## src/rtl/rv32i_test_ctrl.sv

```systemverilog
// Test sequencer for RV32I cores: pulses core reset, runs the cores, and
// collects per-hart pass/fail/timeout verdicts from ecall and gp (x3).
//
// state   | meaning
// --------+-------------------------------------------------------------
// S_IDLE  | cores held in reset, waiting for a fresh start request
// S_RESET | core reset pulse, RST_CYCLES long
// S_RUN   | cores released, watching ecall/gp and the timeout counter
// S_DONE  | verdicts held, waiting for start to drop
module rv32i_test_ctrl #(
    parameter int          NUM_HARTS      = 1,
    parameter int          RST_CYCLES     = 10,
    parameter int          TIMEOUT_CYCLES = 5000,
    parameter int          CNT_W          = 16,
    parameter logic [31:0] PASS_VALUE     = 32'h1
) (
    input  logic                   clk,
    input  logic                   rst_n,
    input  logic                   start,
    input  logic                   abort,
    input  logic [NUM_HARTS-1:0]   ecall,
    input  logic [32*NUM_HARTS-1:0] gp_value,
    output logic                   core_rst_n,
    output logic                   busy,
    output logic                   done,
    output logic [2*NUM_HARTS-1:0] status,
    output logic                   pass_all,
    output logic [CNT_W-1:0]       cycle_count,
    output logic [CNT_W-1:0]       test_count
);

    typedef enum logic [1:0] {S_IDLE, S_RESET, S_RUN, S_DONE} state_t;

    localparam int RW = (RST_CYCLES > 1) ? $clog2(RST_CYCLES) : 1;
    localparam logic [RW-1:0]    RST_LOAD = RW'(RST_CYCLES - 1);
    localparam logic [CNT_W-1:0] TC_LAST  = CNT_W'(TIMEOUT_CYCLES - 1);

    localparam logic [1:0] ST_PEND = 2'd0;
    localparam logic [1:0] ST_PASS = 2'd1;
    localparam logic [1:0] ST_FAIL = 2'd2;
    localparam logic [1:0] ST_TMO  = 2'd3;

    state_t                 state_q, state_d;
    logic [RW-1:0]          rst_cnt_q, rst_cnt_d;
    logic [2*NUM_HARTS-1:0] status_q, status_d;
    logic [CNT_W-1:0]       cyc_q, cyc_d;
    logic [CNT_W-1:0]       tcnt_q, tcnt_d;
    logic                   core_rst_n_q, core_rst_n_d;
    // armed_q goes high once start has been seen low, so a level held across
    // DONE, abort or reset release cannot launch a second test.
    logic                   armed_q, armed_d;

    logic [2*NUM_HARTS-1:0] st_run;
    logic                   any_pend;

    always_ff @(posedge clk or negedge rst_n) begin
        if (!rst_n) begin
            state_q      <= S_IDLE;
            rst_cnt_q    <= '0;
            status_q     <= '0;
            cyc_q        <= '0;
            tcnt_q       <= '0;
            core_rst_n_q <= 1'b0;
            armed_q      <= 1'b0;
        end else begin
            state_q      <= state_d;
            rst_cnt_q    <= rst_cnt_d;
            status_q     <= status_d;
            cyc_q        <= cyc_d;
            tcnt_q       <= tcnt_d;
            core_rst_n_q <= core_rst_n_d;
            armed_q      <= armed_d;
        end
    end

    always_comb begin
        state_d   = state_q;
        rst_cnt_d = rst_cnt_q;
        status_d  = status_q;
        cyc_d     = cyc_q;
        tcnt_d    = tcnt_q;
        armed_d   = start ? armed_q : 1'b1;
        st_run    = status_q;
        any_pend  = 1'b0;

        case (state_q)
            S_IDLE: begin
                if (start && armed_q) begin
                    state_d   = S_RESET;
                    status_d  = '0;
                    cyc_d     = '0;
                    rst_cnt_d = RST_LOAD;
                    armed_d   = 1'b0;
                end
            end
            S_RESET: begin
                if (abort) begin
                    state_d  = S_IDLE;
                    status_d = '0;
                end else if (rst_cnt_q == '0) begin
                    state_d = S_RUN;
                end else begin
                    rst_cnt_d = rst_cnt_q - RW'(1);
                end
            end
            S_RUN: begin
                if (abort) begin
                    state_d  = S_IDLE;
                    status_d = '0;
                end else begin
                    if (cyc_q != '1) begin
                        cyc_d = cyc_q + CNT_W'(1);
                    end
                    for (int h = 0; h < NUM_HARTS; h++) begin
                        if (st_run[2*h +: 2] == ST_PEND && ecall[h]) begin
                            st_run[2*h +: 2] = (gp_value[32*h +: 32] == PASS_VALUE) ?
                                               ST_PASS : ST_FAIL;
                        end
                    end
                    for (int h = 0; h < NUM_HARTS; h++) begin
                        if (st_run[2*h +: 2] == ST_PEND) begin
                            any_pend = 1'b1;
                        end
                    end
                    // An ecall on the terminal cycle has already latched above,
                    // so only harts that stayed silent become timeouts.
                    if (any_pend && cyc_q == TC_LAST) begin
                        for (int h = 0; h < NUM_HARTS; h++) begin
                            if (st_run[2*h +: 2] == ST_PEND) begin
                                st_run[2*h +: 2] = ST_TMO;
                            end
                        end
                        any_pend = 1'b0;
                    end
                    status_d = st_run;
                    if (!any_pend) begin
                        state_d = S_DONE;
                        tcnt_d  = tcnt_q + CNT_W'(1);
                    end
                end
            end
            S_DONE: begin
                if (!start) begin
                    state_d = S_IDLE;
                end
            end
            default: state_d = S_IDLE;
        endcase

        core_rst_n_d = (state_d == S_RUN);
    end

    always_comb begin
        pass_all = (state_q == S_DONE);
        for (int h = 0; h < NUM_HARTS; h++) begin
            if (status_q[2*h +: 2] != ST_PASS) begin
                pass_all = 1'b0;
            end
        end
    end

    assign core_rst_n  = core_rst_n_q;
    assign busy        = (state_q == S_RESET) || (state_q == S_RUN);
    assign done        = (state_q == S_DONE);
    assign status      = status_q;
    assign cycle_count = cyc_q;
    assign test_count  = tcnt_q;

endmodule

```

## config.mk

```make
export PLATFORM = sky130hd
export DESIGN_NAME = rv32i_test_ctrl
export DESIGN_NICKNAME = d
export VERILOG_FILES = /design/src/rtl/rv32i_test_ctrl.sv
export SDC_FILE = /design/constraint.sdc
export NUM_CORES = 1
export LEC_CHECK = 0
export ABC_AREA = 1
export CAP_MARGIN = 20
export CORE_UTILIZATION = 45
export DETAILED_ROUTE_END_ITERATION = 16
export MAX_ROUTING_LAYER = met4
export PLACE_DENSITY = 0.88
export SLEW_MARGIN = 40
export SYNTH_ARGS = -nofsm -noshare
export SYNTH_HDL_FRONTEND = slang
export SYNTH_SLANG_ARGS = --single-unit
```

## constraint.sdc

```tcl
create_clock -name clk -period 1.6 [get_ports clk]
set_input_delay 0.32 -clock clk [delete_from_list [all_inputs] [get_ports clk]]
set_output_delay 0.32 -clock clk [all_outputs]
set_load 0.05 [all_outputs]
```

==> results by group <==
Hold path
  • Hold crit path type: primary input to asynchronous set/reset pin

Clock tree
  • Sink Count: 42
  • Clock slew at reported path FFs: ~90 ps
  • CTS tree: built
  • CTS H-tree lvls: 2
  • Clk buf depth: 2
  • Clock latency on the worst-skew pair: around 320 ps
  • CTS root buffer: clkbuf_8
  • CTS Buf Count: 5

Logic synthesis
  • Flops & latches, synth: between 40 and 50
  • Synth area leaders: dfrtp_1 (36%), nand2_1 (13%), nor2_1 (11%), nand3_1 (6.3%), inv_1 (6.3%)
  • Net Count, Synth: 468
  • Share of the synthesized area in the top cell type: 0.359
  • Yosys warning count: 0
  • Synth cell types: 30
  • Post-Synthesis Cells: between 400 and 500
  • Cell Area, Synth: between 2000 and 3000 um^2
  • Avg Cell Area, Syn: roughly 7 um^2
  • Cell taking the most area after synthesis: dfrtp_1
  • Sequential-to-total area share from yosys stat: 0.359

Cells and area
  • Layout area overhead: 70.7%
  • Filler cell count: 349
  • Commonest non-fill, non-tap cell in the layout: nand2_1
  • Nets: slightly above 600
  • Layout cell share with drive strength beyond 1: 0.351
  • Final Util: 0.792
  • Most frequent cells in the layout: nand2_1 (92), nor2_1 (76), buf_4 (53)
  • ANT cells: 0

Worst setup path
  • Reg2reg path depth: 10
  • CP startpoint kind: flip-flop
  • Critical path class: flip-flop to flip-flop
  • CP max FO: 7
  • CP endpoint kind: flip-flop
  • Req. time, crit path: around 1800 ps
  • Flop2flop setup slack: -220 ps
  • Crit path arrival time: about 2000 ps
  • R2r endpoint: cycle_count[12]
  • Worst R2R Start: state_q[0]

Routing
  • Vias: slightly below 4000
  • Via/cell ratio: 6.06
  • DR WL/cell: 19.4 um
  • Post-Route WL: 12400 um
  • First-pass iteration count of the detailed router: 15
  • Initial drt markers: about 550
  • Residual DRC: 1
  • DRT antenna net count: 0

Power
  • Final Power: 0.00568 W
  • PwrDens: 1140 nW/um^2
  • Leakage power: roughly 2.3 nW
  • Peak VDD IR: roughly 0.0015 V

Outcome
  • Status: complete, but fails checks
  • Failing checks: DRC, setup timing

Timing
  • Worst Tran Pin Value: approximately 460 ps
  • Slew Viols, Final: 0
  • Final WS setup: -218 ps
  • Highest clock rate: around 550 MHz
  • Fin. Hold Viols: 0
  • Setup violations, final: 36
  • Period utilization: 1.14
  • Rel. slew slack: 0.695
  • Unrepaired setup endpoints after global routing: true
  • Final Skew: around 14 ps
  • Final Critical Period: about 1800 ps
  • Setup tns final: -4080 ps

Floorplanning
  • Core area: roughly 6300 um^2
  • Starting Density: 0.464
  • Row cnt: 29
  • Die area: 6840 um^2
  • I/O Pins: 75
  • Die Width: approximately 83 um
  • Die Ht: between 80 and 90 um

GRT
  • GRT overflow: 0
  • Vias in the first global route: 3388
  • First-pass GRT wire length: between 15000 and 20000 um
  • Largest net degree at the start of global routing: 28
  • Initial antenna violation count: 0
  • GRT Total Usage: 0.309

Job
  • Max Cap Viol: 0

Placed design
  • DP HPWL: between 7000 and 8000 um
  • Final GP Congestion: about 0.97
  • IO buf count: between 70 and 80
## final cells by class
cell class,instances,area [um^2],area share
flip-flops and latches,42,1070,0.214
well taps,77,96.3,0.0193
clock inverters,1,8.76,0.00175
repair buffers,136,1650,0.330
multi-input cells,325,1890,0.377
clock buffers,7,86.3,0.0173
inverters,51,199,0.0398
## worst max-delay path, cell delays in order, from the launching register on
cell      delay [ps]
dfrtp_1          410
inv_2            110
ha_4             170
inv_4             50
buf_6            120
a211oi_4         300
nand2_4          110
nand2_8          130
buf_12           160
nand2_2           60
o21ai_2           80
## cells by family after synthesis
kind of cell               Yosys count  share of synthesized area
and+or+nand+nor                    270                      0.405
adders and majority gates            8                     0.0342
AOI/OAI and AO/OA                   26                     0.0611
buffers and inverters               56                     0.0777
DFF                                 42                      0.359
xor gates and xnor gates            21                     0.0628
## worst max-delay path by stage
stage                   startpoint         endpoint  cells after the start
global placement             ecall    test_count[2]                      8
detailed placement           start  cycle_count[14]                     10
finish                  state_q[0]  cycle_count[12]                     10
CTS                     state_q[1]  cycle_count[12]                      9
global route        cycle_count[0]  cycle_count[13]                      9
floorplan           cycle_count[0]   cycle_count[7]                     11
## per-layer routing
layer	vias to the layer above	part of all wire	track usage
li1	1626	-	-
met1	1760	0.34	0.342
met2	371	0.47	0.534
met3	118	0.11	0.0571
met4	0	0.079	0.148
met5	-	0	-
## sequential cells by signal (all words and copies together), names as in the netlist
register	count
core_rst_n	1
status	2
cycle_count	16
rst_cnt_q	4
state_q	2
armed_q	1
test_count	16
## cells in the mapped netlist
| library cell | instances |
|---|---|
| and2_1 | 1 |
| nor3b_1 | 1 |
| inv_2 | 2 |
| nand4_1 | 14 |
| xor2_1 | 20 |
| nor2_4 | 1 |
| nand3_1 | 37 |
| a211oi_2 | 1 |
| nand2_1 | 104 |
| buf_6 | 2 |
| o22ai_1 | 1 |
| nand3b_1 | 1 |
| a21oi_1 | 5 |
| nor2_1 | 84 |
| o21ai_0 | 5 |
| nor3_2 | 3 |
| nor3_1 | 11 |
| dfrtp_1 | 42 |
| buf_2 | 2 |
| xnor2_1 | 1 |
| ha_1 | 8 |
| clkbuf_1 | 1 |
| a21oi_2 | 1 |
| o211ai_1 | 1 |
| o21ai_2 | 9 |
| nand2_4 | 2 |
| nand2_2 | 7 |
| nor2_2 | 4 |
| o21ai_1 | 3 |
| inv_1 | 49 |
## report_power, final
group          switching [W]  total (W)  internal [W]
clock network       0.000414   0.000772      0.000357
registers           0.000203    0.00144       0.00123
logic                0.00198    0.00348       0.00150
## per-stage QoR
step                instance area (um^2)  worst slack (ps)  hold WS [ps]  std cells
floorplan                           3000              -116          24.4        423
finish                              5000              -218           501        639
global route                        5000              -300           539        639
global placement                    4540              -151           274        616
detailed placement                  4540              -210           279        616
CTS                                 4710              -104           489        628
## what timing repair did
action | CTS | global route
setup buffers | 3 | 8
gates resized for setup | 10 | 50
pin swaps | 2 | 14
hold buffers | 1 | 0
cloned | 0 | 3
setup endpoints to repair | 32 | 39
hold endpoints to repair | 15 | 0
No activity file was read; power rests on OpenSTA's default activity.
